==> config.mk <==
export PLATFORM = sky130hd
export DESIGN_NAME = sram_port_arbiter_flat
export DESIGN_NICKNAME = d
export VERILOG_FILES = /design/src/rtl/sram_port_arbiter_if.sv /design/src/rtl/sram_port_arbiter.sv /design/src/flat_wrapper.sv
export SDC_FILE = /design/constraint.sdc
export NUM_CORES = 1
export LEC_CHECK = 0
export ABC_AREA = 1
export CAP_MARGIN = 10
export CORE_AREA = 2 2 85 87
export DETAILED_ROUTE_END_ITERATION = 12
export DIE_AREA = 0 0 87 89
export GPL_TIMING_DRIVEN = 0
export PLACE_DENSITY = 0.73
export SLEW_MARGIN = 20
export SYNTH_ARGS = -nofsm -noshare
export SYNTH_HDL_FRONTEND = slang
export SYNTH_SLANG_ARGS = --single-unit
==> constraint.sdc <==
create_clock -name clk -period 3.6 [get_ports clk]
set_clock_uncertainty 0.2 [all_clocks]
set_input_delay 0.54 -clock clk [delete_from_list [all_inputs] [get_ports clk]]
set_output_delay 0.54 -clock clk [all_outputs]
set_load 0.03 [all_outputs]
==> src/rtl/sram_port_arbiter_if.sv <==
// Bus bundle for sram_port_arbiter: I fetch port, D data port and SRAM macro side.
// slave  = arbiter view, master = requesters / SRAM macro view.
interface sram_port_arbiter_if #(
  parameter int unsigned NB_COL    = 4,
  parameter int unsigned COL_WIDTH = 8,
  parameter int unsigned ADDR_W    = 13
);
  localparam int unsigned DW = NB_COL * COL_WIDTH;

  logic              i_req_valid;
  logic              i_req_ready;
  logic [ADDR_W-1:0] i_req_addr;
  logic              i_rsp_valid;
  logic [DW-1:0]     i_rsp_rdata;
  logic              i_rsp_err;

  logic              d_req_valid;
  logic              d_req_ready;
  logic [ADDR_W-1:0] d_req_addr;
  logic [NB_COL-1:0] d_req_we;
  logic [DW-1:0]     d_req_wdata;
  logic              d_rsp_valid;
  logic [DW-1:0]     d_rsp_rdata;
  logic              d_rsp_err;

  logic              sram_en;
  logic [NB_COL-1:0] sram_we;
  logic [ADDR_W-1:0] sram_addr;
  logic [DW-1:0]     sram_din;
  logic [DW-1:0]     sram_dout;

  modport slave (
    input  i_req_valid, i_req_addr,
    output i_req_ready, i_rsp_valid, i_rsp_rdata, i_rsp_err,
    input  d_req_valid, d_req_addr, d_req_we, d_req_wdata,
    output d_req_ready, d_rsp_valid, d_rsp_rdata, d_rsp_err,
    output sram_en, sram_we, sram_addr, sram_din,
    input  sram_dout
  );

  modport master (
    output i_req_valid, i_req_addr,
    input  i_req_ready, i_rsp_valid, i_rsp_rdata, i_rsp_err,
    output d_req_valid, d_req_addr, d_req_we, d_req_wdata,
    input  d_req_ready, d_rsp_valid, d_rsp_rdata, d_rsp_err,
    input  sram_en, sram_we, sram_addr, sram_din,
    output sram_dout
  );
endinterface

==> src/rtl/sram_port_arbiter.sv <==
// sram_port_arbiter: shares one single-port read-first byte-write SRAM between
// an instruction fetch port (I, read-only) and a data port (D, read/write).
// Requests are granted combinationally, the SRAM is accessed in the grant
// cycle and the response is routed to its owner exactly one cycle later.
// Out-of-range addresses are accepted but answered with err=1 and rdata=0.
// Optional: define ARB_ROUND_ROBIN_EN for alternating priority instead of
// D-priority with the MAX_WAIT starvation guard.
module sram_port_arbiter #(
  parameter int unsigned NB_COL    = 4,
  parameter int unsigned COL_WIDTH = 8,
  parameter int unsigned ADDR_W    = 13,
  parameter int unsigned RAM_DEPTH = 8192,
  parameter int unsigned MAX_WAIT  = 4
) (
  input logic               clk,
  input logic               rst_n,
  sram_port_arbiter_if.slave bus
);

  typedef enum logic [1:0] {
    OWN_NONE = 2'd0,
    OWN_I    = 2'd1,
    OWN_D    = 2'd2
  } owner_e;

  owner_e owner_q, owner_d;
  logic   err_q, err_d;
  logic   grant_i, grant_d;
  logic   i_in_range, d_in_range;

`ifdef ARB_ROUND_ROBIN_EN
  logic last_d_q, last_d_d;
`else
  logic [3:0] wait_cnt_q, wait_cnt_d;
`endif

  // Address range checks for both request ports
  always_comb begin
    i_in_range = (32'(bus.i_req_addr) < RAM_DEPTH);
    d_in_range = (32'(bus.d_req_addr) < RAM_DEPTH);
  end

  // Grant selection and arbiter state update
  always_comb begin
    grant_i = 1'b0;
    grant_d = 1'b0;
`ifdef ARB_ROUND_ROBIN_EN
    last_d_d = last_d_q;
    if (bus.i_req_valid && bus.d_req_valid) begin
      if (last_d_q) grant_i = 1'b1;
      else          grant_d = 1'b1;
    end else if (bus.i_req_valid) begin
      grant_i = 1'b1;
    end else if (bus.d_req_valid) begin
      grant_d = 1'b1;
    end
    if (grant_i)      last_d_d = 1'b0;
    else if (grant_d) last_d_d = 1'b1;
`else
    wait_cnt_d = wait_cnt_q;
    if (bus.i_req_valid && (wait_cnt_q == 4'(MAX_WAIT))) begin
      grant_i = 1'b1;
    end else if (bus.d_req_valid) begin
      grant_d = 1'b1;
    end else if (bus.i_req_valid) begin
      grant_i = 1'b1;
    end
    if (!bus.i_req_valid || grant_i) begin
      wait_cnt_d = '0;
    end else if (grant_d && (wait_cnt_q != 4'(MAX_WAIT))) begin
      wait_cnt_d = wait_cnt_q + 4'd1;
    end
`endif
    bus.i_req_ready = grant_i;
    bus.d_req_ready = grant_d;
  end

  // SRAM drive for the granted request and next-cycle response tag
  always_comb begin
    bus.sram_en   = 1'b0;
    bus.sram_we   = '0;
    bus.sram_addr = '0;
    bus.sram_din  = '0;
    owner_d       = OWN_NONE;
    err_d         = 1'b0;
    if (grant_d) begin
      owner_d = OWN_D;
      err_d   = !d_in_range;
      if (d_in_range) begin
        bus.sram_en   = 1'b1;
        bus.sram_we   = bus.d_req_we;
        bus.sram_addr = bus.d_req_addr;
        bus.sram_din  = bus.d_req_wdata;
      end
    end else if (grant_i) begin
      owner_d = OWN_I;
      err_d   = !i_in_range;
      if (i_in_range) begin
        bus.sram_en   = 1'b1;
        bus.sram_addr = bus.i_req_addr;
      end
    end
  end

  // Response routing: SRAM data goes only to the owner of an in-range access
  always_comb begin
    bus.i_rsp_valid = (owner_q == OWN_I);
    bus.d_rsp_valid = (owner_q == OWN_D);
    bus.i_rsp_err   = bus.i_rsp_valid && err_q;
    bus.d_rsp_err   = bus.d_rsp_valid && err_q;
    bus.i_rsp_rdata = (bus.i_rsp_valid && !err_q) ? bus.sram_dout : '0;
    bus.d_rsp_rdata = (bus.d_rsp_valid && !err_q) ? bus.sram_dout : '0;
  end

  // State registers; reset drops any response in flight
  always_ff @(posedge clk or negedge rst_n) begin
    if (!rst_n) begin
      owner_q <= OWN_NONE;
      err_q   <= 1'b0;
`ifdef ARB_ROUND_ROBIN_EN
      last_d_q <= 1'b1;
`else
      wait_cnt_q <= '0;
`endif
    end else begin
      owner_q <= owner_d;
      err_q   <= err_d;
`ifdef ARB_ROUND_ROBIN_EN
      last_d_q <= last_d_d;
`else
      wait_cnt_q <= wait_cnt_d;
`endif
    end
  end

endmodule

==> src/flat_wrapper.sv <==
// flat-port wrapper written by rule: the top's interface ports become plain ports
module sram_port_arbiter_flat 
#(
  parameter int unsigned NB_COL    = 4,
  parameter int unsigned COL_WIDTH = 8,
  parameter int unsigned ADDR_W    = 13,
  parameter int unsigned RAM_DEPTH = 8192,
  parameter int unsigned MAX_WAIT  = 4
)
  (clk, rst_n, bus_i_req_valid, bus_i_req_addr, bus_i_req_ready, bus_i_rsp_valid, bus_i_rsp_rdata, bus_i_rsp_err, bus_d_req_valid, bus_d_req_addr, bus_d_req_we, bus_d_req_wdata, bus_d_req_ready, bus_d_rsp_valid, bus_d_rsp_rdata, bus_d_rsp_err, bus_sram_en, bus_sram_we, bus_sram_addr, bus_sram_din, bus_sram_dout);
  sram_port_arbiter_if #(.NB_COL(NB_COL), .COL_WIDTH(COL_WIDTH), .ADDR_W(ADDR_W)) bus_i ();
  input logic clk;
  input logic rst_n;
  input wire logic [$bits(bus_i.i_req_valid)-1:0] bus_i_req_valid;
  input wire logic [$bits(bus_i.i_req_addr)-1:0] bus_i_req_addr;
  output wire logic [$bits(bus_i.i_req_ready)-1:0] bus_i_req_ready;
  output wire logic [$bits(bus_i.i_rsp_valid)-1:0] bus_i_rsp_valid;
  output wire logic [$bits(bus_i.i_rsp_rdata)-1:0] bus_i_rsp_rdata;
  output wire logic [$bits(bus_i.i_rsp_err)-1:0] bus_i_rsp_err;
  input wire logic [$bits(bus_i.d_req_valid)-1:0] bus_d_req_valid;
  input wire logic [$bits(bus_i.d_req_addr)-1:0] bus_d_req_addr;
  input wire logic [$bits(bus_i.d_req_we)-1:0] bus_d_req_we;
  input wire logic [$bits(bus_i.d_req_wdata)-1:0] bus_d_req_wdata;
  output wire logic [$bits(bus_i.d_req_ready)-1:0] bus_d_req_ready;
  output wire logic [$bits(bus_i.d_rsp_valid)-1:0] bus_d_rsp_valid;
  output wire logic [$bits(bus_i.d_rsp_rdata)-1:0] bus_d_rsp_rdata;
  output wire logic [$bits(bus_i.d_rsp_err)-1:0] bus_d_rsp_err;
  output wire logic [$bits(bus_i.sram_en)-1:0] bus_sram_en;
  output wire logic [$bits(bus_i.sram_we)-1:0] bus_sram_we;
  output wire logic [$bits(bus_i.sram_addr)-1:0] bus_sram_addr;
  output wire logic [$bits(bus_i.sram_din)-1:0] bus_sram_din;
  input wire logic [$bits(bus_i.sram_dout)-1:0] bus_sram_dout;
  assign bus_i.i_req_valid = bus_i_req_valid;
  assign bus_i.i_req_addr = bus_i_req_addr;
  assign bus_i_req_ready = bus_i.i_req_ready;
  assign bus_i_rsp_valid = bus_i.i_rsp_valid;
  assign bus_i_rsp_rdata = bus_i.i_rsp_rdata;
  assign bus_i_rsp_err = bus_i.i_rsp_err;
  assign bus_i.d_req_valid = bus_d_req_valid;
  assign bus_i.d_req_addr = bus_d_req_addr;
  assign bus_i.d_req_we = bus_d_req_we;
  assign bus_i.d_req_wdata = bus_d_req_wdata;
  assign bus_d_req_ready = bus_i.d_req_ready;
  assign bus_d_rsp_valid = bus_i.d_rsp_valid;
  assign bus_d_rsp_rdata = bus_i.d_rsp_rdata;
  assign bus_d_rsp_err = bus_i.d_rsp_err;
  assign bus_sram_en = bus_i.sram_en;
  assign bus_sram_we = bus_i.sram_we;
  assign bus_sram_addr = bus_i.sram_addr;
  assign bus_sram_din = bus_i.sram_din;
  assign bus_i.sram_dout = bus_sram_dout;
  sram_port_arbiter #(.NB_COL(NB_COL), .COL_WIDTH(COL_WIDTH), .ADDR_W(ADDR_W), .RAM_DEPTH(RAM_DEPTH), .MAX_WAIT(MAX_WAIT)) u_core (.clk(clk), .rst_n(rst_n), .bus(bus_i));
endmodule
[Word-level counts from Yosys, hierarchy flattened]
Index checks and enable logic that the tools add are counted.
Operators by class
  add/sub/neg operators: 1
  equality and inequality tests: 4
  mux-type cells: 17
  reductions and logical operators: 5
Operator list (count)
  two-way mux 32 bit: 3
  two-way mux 13 bit: 2
  two-way mux 4 bit: 3
  two-way mux 1 bit: 8
  adder 4 x 1 -> 4 bit, second input constant: 1
  equality test 4 x 3 -> 1 bit, second input constant: 1
  inequality test 4 x 3 -> 1 bit, second input constant: 1
  equality test 2 x 1 -> 1 bit, second input constant: 1
  equality test 2 bit, second input constant: 1
  logical AND 1 bit: 2
  two-way mux 2 bit: 1
  nonzero test 2 bit: 1
  logical NOT 1 bit: 1
  logical OR 1 bit: 1
Word-level totals
  flip-flop bits (word level): 6
  input bits: 98
  output and inout port bits: 120
  logic and storage cells: 29

[Logic depth before layout (Yosys ltp)]
Gate-level depths: netlist of run 1.
  depth in word-level cells: 6
  mapped depth: 9
  mapped depth without buffers: 8

[Worst setup path before layout of run 1]
No wires, ideal clock.
  path kind: register to output
  start: register u_core.owner_q[1]
  end: output port bus_i_rsp_rdata[10]
  data arrival time: 1592 ps
  data required time: 2860 ps
  path slack: 1268 ps
  stages on the path, launching flop included: 5
  path buffers: 1
  cells stage by stage: dfrtp_1 > nor2_1 > inv_1 > buf_2 > nor2_1
Between the ends
  cells in the longest elaborated chain, start to end: 2
Ends and longest elaborated chain
  start: declaration: line sram_port_arbiter.sv:26  | owner_e owner_q, owner_d;
  start signal: assignment: line sram_port_arbiter.sv:126  | owner_q <= owner_d;
  equality test 2 x 1 -> 1 bit: line sram_port_arbiter.sv:107  | bus.i_rsp_valid = (owner_q == OWN_I);
  named net bus_i_rsp_valid: line flat_wrapper.sv:17  | output wire logic [$bits(bus_i.i_rsp_valid)-1:0] bus_i_rsp_valid;
  two-way mux 32 bit: line sram_port_arbiter.sv:111  | bus.i_rsp_rdata = (bus.i_rsp_valid && !err_q) ? bus.sram_dout : '0;
  end: declaration: line flat_wrapper.sv:18  | output wire logic [$bits(bus_i.i_rsp_rdata)-1:0] bus_i_rsp_rdata;
The timed path passes the listed nets, and every way through them passes these cells.

[Final worst setup path of run 1]
  start: input port bus_i_req_valid
  end: output port bus_sram_addr[9]
Between the ends
  cells in the longest elaborated chain, start to end: 5
  elaborated cells on any way between the ends: 7
  classes of those cells: 6 x mux; 1 x reduce/logical
Ends and longest elaborated chain
  start: declaration: line flat_wrapper.sv:14  | input wire logic [$bits(bus_i.i_req_valid)-1:0] bus_i_req_valid;
  two-way mux 1 bit: line sram_port_arbiter.sv:65  | end else if (bus.i_req_valid) begin
  two-way mux 1 bit: line sram_port_arbiter.sv:63  | end else if (bus.d_req_valid) begin
  two-way mux 1 bit: line sram_port_arbiter.sv:61  | if (bus.i_req_valid && (wait_cnt_q == 4'(MAX_WAIT))) begin
  two-way mux 13 bit: line sram_port_arbiter.sv:95  | end else if (grant_i) begin
  two-way mux 13 bit *: line sram_port_arbiter.sv:86  | if (grant_d) begin
  end: declaration: line flat_wrapper.sv:30  | output wire logic [$bits(bus_i.sram_addr)-1:0] bus_sram_addr;
Mark *: on every way between the ends. The rest lies on a longest branch, timed or not.

==> results of run 1 <==
==> stage by stage <==
stage / area [um^2] / setup slack, ns / power [mW] / hold slack, ns
2_1_floorplan: 1330 / 1.27 / 0.300 / 0.0444
3_3_place_gp: 3570 / 0.490 / 0.541 / 0.302
6_report: 3610 / 0.491 / 0.639 / 0.309
5_1_grt: 3610 / 0.391 / 0.678 / 0.345
3_5_place_dp: 3570 / 0.494 / 0.545 / 0.304
4_1_cts: 3610 / 0.481 / 0.647 / 0.312
==> report_power, final <==
group          total [mW]  internal (mW)  switching (mW)
sequential         0.0718         0.0701         0.00171
clock              0.0978         0.0716          0.0262
combinational       0.469          0.230           0.239
==> cell type report <==
class,count,share of cell area
Sequential cell,6,0.0416
Inverter,79,0.0825
Buffer,15,0.0319
Multi-Input combinational cell,164,0.211
Tap cell,80,0.0277
Clock buffer,3,0.0114
Timing Repair Buffer,214,0.594
==> cells in the final DEF, fill, tap and decap left out, types with 2 or more instances in the layout <==
| master | synthesis | layout |
|---|---|---|
| ha_1 | 2 | 2 |
| buf_2 | 4 | 4 |
| nor2_1 | 99 | 99 |
| nor2_2 | 6 | 6 |
| buf_4 | 4 | 4 |
| nand2_2 | 19 | 19 |
| clkbuf_8 | 0 | 3 |
| nand2_1 | 14 | 14 |
| clkdlybuf4s50_1 | 0 | 214 |
| inv_1 | 78 | 78 |
| nand3_1 | 16 | 16 |
| buf_6 | 3 | 3 |
| conb_1 | 1 | 2 |
| clkbuf_1 | 3 | 3 |
| dfrtp_1 | 6 | 6 |
| nand2_4 | 2 | 2 |
==> flip-flops by register name (all words and copies together), names as in the netlist <==
name,flops
u_core.owner_q,2
u_core.wait_cnt_q,4
==> worst max-delay path: stages <==
cell	delay (ns)
clkdlybuf4s50_1	0.50
inv_1	0.09
nor2_4	0.10
nand2_4	0.11
nand2_4	0.11
buf_12	0.14
nand2_2	0.05
nand2_2	0.04
clkdlybuf4s50_1	0.68
==> path summary, 6_finish.rpt <==
| path | end | slack [ns] | depth (start not counted) |
|---|---|---|---|
| min in group asynchronous | u_core.owner_q[0] | 0.35 | 1 |
| max | bus_sram_addr[9] | 0.49 | 9 |
| min reg2reg | u_core.wait_cnt_q[0] | 0.31 | 1 |
| min | u_core.wait_cnt_q[0] | 0.31 | 1 |
| max reg2reg | u_core.owner_q[1] | 2.07 | 8 |
| max in group asynchronous | u_core.wait_cnt_q[0] | 2.64 | 1 |
==> routing by layer <==
layer,share of wire,up-vias
li1,-,1151
met5,0,-
met2,0.52,129
met4,0.0064,0
met1,0.35,914
met3,0.12,4
==> cell families (layout without fill, tap and decap cells) <==
family                   after synthesis  count (layout)  synth area share
adder cells (fa/ha/maj)                2               2            0.0189
buffers and inverters                 94             311             0.312
AND/OR/NAND/NOR                      159             159             0.545
other                                  1               2           0.00284
flip-flops                             6               6             0.114
XOR/XNOR                               1               1           0.00663
==> reports/metrics.cfg, run 1 <==
[critical_path]
path_max_fanout=10
worstPathRequired_ns=2.86
crit_start=bus_i_req_valid
r2r_start=u_core.wait_cnt_q[0]
end_kind=output pin
critPathArrivalTime_ns=2.37
worstSetupPathType=primary input to output pin
startpoint_type=primary input

[timing]
hold_violations=0
clock.fmax_ghz=0.322
post-route-period-util=0.864
rsz0062_at_grt=false
setup_tns_ns=0
finalSetupViolCount=0
min_period_ns=3.11
finalMaxSlewViolations=0

[global_route]
track_usage=0.135
grt_pass1_vias=1978
grt_max_degree=11
grt.met1_usage=0.130
grt_overflow=0
busiest_layer=met2
antenna_found_initial=0
grt_pass1_wl_um=8610
gr-usage-met2=0.276
met3_usage=0.0554

[clock_tree]
cts_setup_buffers=0
tritoncts=built
cts.reportedPaths.clkPinSlew_ns=0.03
cts.repair.resized=0
cts_sinks=6
ctsHoldBuffers=0
clk_path_buf_depth=2
cts_buffers=3
insertion_delay_ns=0.22
htreeDepth=1
cts_root_buf=clkbuf_8

[layout]
area_growth_pct=173
fillers=649
diodes=0
layout-drive-gt1-share=0.0936
seqCellArea_um2=150
fin_cells=561
postLayoutCoreUtil=0.537
multi_input_area_um2=762
nNetsFinal=583

[logic_synthesis]
synthCells=263
yosys.area.top_type=nor2_1
synth_common_cells=99 x nor2_1, 78 x inv_1, 19 x nand2_2
synth-edff-count=0
synthDistinctLibCells=20
synth_ff_type=dfrtp_1
synth_area_per_cell_um2=5.02
netlist.area_leader.share=0.281
ys_ff_latch=6
synth.area.top_cells=nor2_1 28%, inv_1 22%, dfrtp_1 11%, nand2_2 9.0%, nand3_1 6.1%
synth_most_common_cell=nor2_1
netlist_area_mm2=0.00132
yosys_warnings=0
async_flop_share=1.00
ys_seq_area_frac=0.114

[power]
powerDensity_mw_per_mm2=177
p_leak_nw=1.77
vdd_drop_max_uv=138

[status]
status=finished clean

[die]
core-area_mm2=0.00672
dieHeight_um=89
start_util=0.197
num_io_pins=218
die-area_mm2=0.00774
die_x_um=87
num_rows=30

[place]
port_buffers=214
placedCellCount=558
dp.final_hpwl_um=5190
place.gp.congestion=0.750

[min_path]
min_from=u_core.wait_cnt_q[0]
hold_path.class=flop to flop

[drt]
drt-total-wl_um=5910
dr.pass1.iters=4
drtAntennaViolNets=0
vias=2198
via_per_inst=3.92
drc_errors=0
initialDrtViolationCount=54
drt-wirelength-per-cell_um=10.5

[flow_run]
maxCapViolCount=0

(Power assumes the default switching activity.)
==> run 2, diff against run 1 <==
--- a/config.mk
+++ b/config.mk
@@ -8,6 +8,7 @@
 export ABC_AREA = 1
 export CAP_MARGIN = 10
 export CORE_AREA = 2 2 85 87
+export CTS_CLUSTER_SIZE = 20
 export DETAILED_ROUTE_END_ITERATION = 12
 export DIE_AREA = 0 0 87 89
 export GPL_TIMING_DRIVEN = 0
==> results of run 2 <==
Final layout, timing and power as in run 1 (identical DEF).
==> run 3, diff against run 2 <==
--- a/config.mk
+++ b/config.mk
@@ -11,8 +11,8 @@
 export CTS_CLUSTER_SIZE = 20
 export DETAILED_ROUTE_END_ITERATION = 12
 export DIE_AREA = 0 0 87 89
+export DONT_BUFFER_PORTS = 1
 export GPL_TIMING_DRIVEN = 0
-export PLACE_DENSITY = 0.73
 export SLEW_MARGIN = 20
 export SYNTH_ARGS = -nofsm -noshare
 export SYNTH_HDL_FRONTEND = slang
==> run 3 against run 2 <==
Utilization shrank 32 points. Combinational power shrank 47%. Cell count shrank 38%. Non-clock buffer count shrank 213. Wire length shrank 30%. Design area shrank 59%. Largest power group unchanged. Highest routed layer unchanged.
==> reports/metrics.cfg, run 3 (synthesis results as in run 1) <==
[status]
status=finished clean

[die]
dieHeight_um=89  ; unchanged
die_x_um=87  ; unchanged
num_rows=30  ; unchanged
core-area_mm2=0.00672  ; unchanged
start_util=0.197  ; unchanged
die-area_mm2=0.00774  ; unchanged
num_io_pins=218  ; unchanged

[timing]
fin_ws_ns=0.764  ; +0.274 ns
post-route-period-util=0.788  ; -0.0761
rsz0062_at_grt=false
clock.fmax_ghz=0.353  ; +9.7%
finalSetupViolCount=0  ; unchanged
worst_slew_pin_slew_ns=0.678
setup_tns_ns=0  ; unchanged
relSlewSlack=0.546
hold_violations=0  ; unchanged
holdWs_ns=0.328  ; +0.0194 ns
min_period_ns=2.84  ; -0.274 ns
finalMaxSlewViolations=0  ; unchanged

[power]
p_total_mw=0.422  ; -34%
powerDensity_mw_per_mm2=286  ; +61%
vdd_drop_max_uv=59.4  ; -57%
p_leak_nw=0.972  ; -45%

[global_route]
grt_pass1_vias=1140  ; -42%
track_usage=0.0862  ; -0.0492
antenna_found_initial=0  ; unchanged
grt_pass1_wl_um=5190  ; -40%
grt_overflow=0  ; unchanged
grt_max_degree=11  ; unchanged

[place]
place.gp.congestion=0.842  ; +12%
placed_cell_area_mm2=0.00143  ; -60%
placedCellCount=344  ; -38%
dp.final_hpwl_um=3790  ; -27%
dp_slack_ns=0.950  ; +0.456 ns
port_buffers=0  ; -100%

[layout]
top_register=u_core.wait_cnt_q
final_cell_mix=99 x nor2_1, 78 x inv_1, 19 x nand2_2
final_common_cell=nor2_1
area_growth_pct=11.7
fillers=736  ; +13%
seqCellArea_um2=150  ; unchanged
diodes=0  ; unchanged
largest_registers=u_core.wait_cnt_q x4, u_core.owner_q x2
fin_cells=348  ; -38%
postLayoutCoreUtil=0.220  ; -0.317
layout-drive-gt1-share=0.168  ; +0.0744
fin_area_mm2=0.00148  ; -59%
multi_input_area_um2=762  ; unchanged
largest_reg_flops=4  ; unchanged
nNetsFinal=370  ; -37%

[clock_tree]
htreeDepth=1  ; unchanged
cts_buffers=3  ; unchanged
cts_root_buf=clkbuf_8
cts.reportedPaths.clkPinSlew_ns=0.03  ; about the same
insertion_delay_ns=0.22  ; about the same
tritoncts=built
cts_sinks=6  ; unchanged
cts.repair.resized=0  ; unchanged
clk_path_buf_depth=2  ; unchanged

[critical_path]
cp_cell_sequence=nor2_1 -> inv_1 -> buf_2 -> nor2_1
crit_start=u_core.owner_q[1]
slowest_stage=nor2_1
r2r_start=u_core.wait_cnt_q[0]
r2r_cells=8  ; unchanged
worstPathRequired_ns=2.86  ; about the same
path_delay_family=simple AND/OR/NAND/NOR gates
worstSetupPathType=flop to output pin
cp_num_buf_inv=2  ; -2
crit_end=bus_i_rsp_rdata[30]
critPathArrivalTime_ns=2.10  ; -0.27 ns
path_max_fanout=10  ; unchanged
end_kind=output pin
rrSetupSlack_ns=1.83  ; -0.24 ns
max_stage_delay_ns=0.53  ; -0.15 ns
path_depth=4  ; -5
startpoint_type=flop
critPathMostFrequentCell=nor2_1
r2r-end=u_core.owner_q[1]

[drt]
dr.pass1.iters=4  ; unchanged
drt-wirelength-per-cell_um=12.0  ; +14%
via_per_inst=4.31  ; +9.9%
drtAntennaViolNets=0  ; unchanged
initialDrtViolationCount=45  ; -17%
vias=1499  ; -32%
drc_errors=0  ; unchanged
drt-total-wl_um=4160  ; -30%

[flow_run]
maxCapViolCount=0  ; unchanged

[min_path]
hold_path.class=flop to flop

[run 3: cell count changes in the layout (fill, tap and decap cells not counted)]
cell and change:
dlygate4sd3_1 +1, clkdlybuf4s50_1 -214
[run 3: per-layer routing]
metal  global-route usage  vias up  routed length [um]
met4               0.0426        0                  53
met5                    0        -                   0
li1                     -      725                   -
met3              0.00923        4                 413
met2                0.189      132                2350
met1               0.0750      638                1340
[run 3: worst min-delay path by stage]
stage | end | depth (start not counted) | start
detailed placement | u_core.wait_cnt_q[1] | 0 | rst_n
CTS | u_core.wait_cnt_q[0] | 1 | u_core.wait_cnt_q[0]
floorplan | u_core.owner_q[0] | 0 | rst_n
global placement | u_core.owner_q[1] | 0 | rst_n
finish | u_core.wait_cnt_q[0] | 1 | u_core.wait_cnt_q[0]
global route | u_core.owner_q[0] | 2 | bus_i_req_valid
[run 3: power by group]
| part | switching (mW) | internal, mW |
|---|---|---|
| combinational | 0.207 | 0.0411 |
| clock | 0.0295 | 0.0719 |
| sequential | 0.00199 | 0.0701 |
| total | 0.239 | 0.183 |
[run 3: area by class of cell]
| type | instances | share of cell area |
|---|---|---|
| inverters | 79 | 0.202 |
| clock buffers | 3 | 0.0280 |
| plain buffers | 15 | 0.0780 |
| flip-flops and latches | 6 | 0.102 |
| multi-input cells | 164 | 0.516 |
| repair buffers | 1 | 0.00678 |
| well taps | 80 | 0.0678 |
[run 3: timing repair]
action | 4_1_cts | 5_1_grt
hold endpoints to repair | 6 | 0
hold buffers | 1 | 0
buffers inserted | 0 | 0
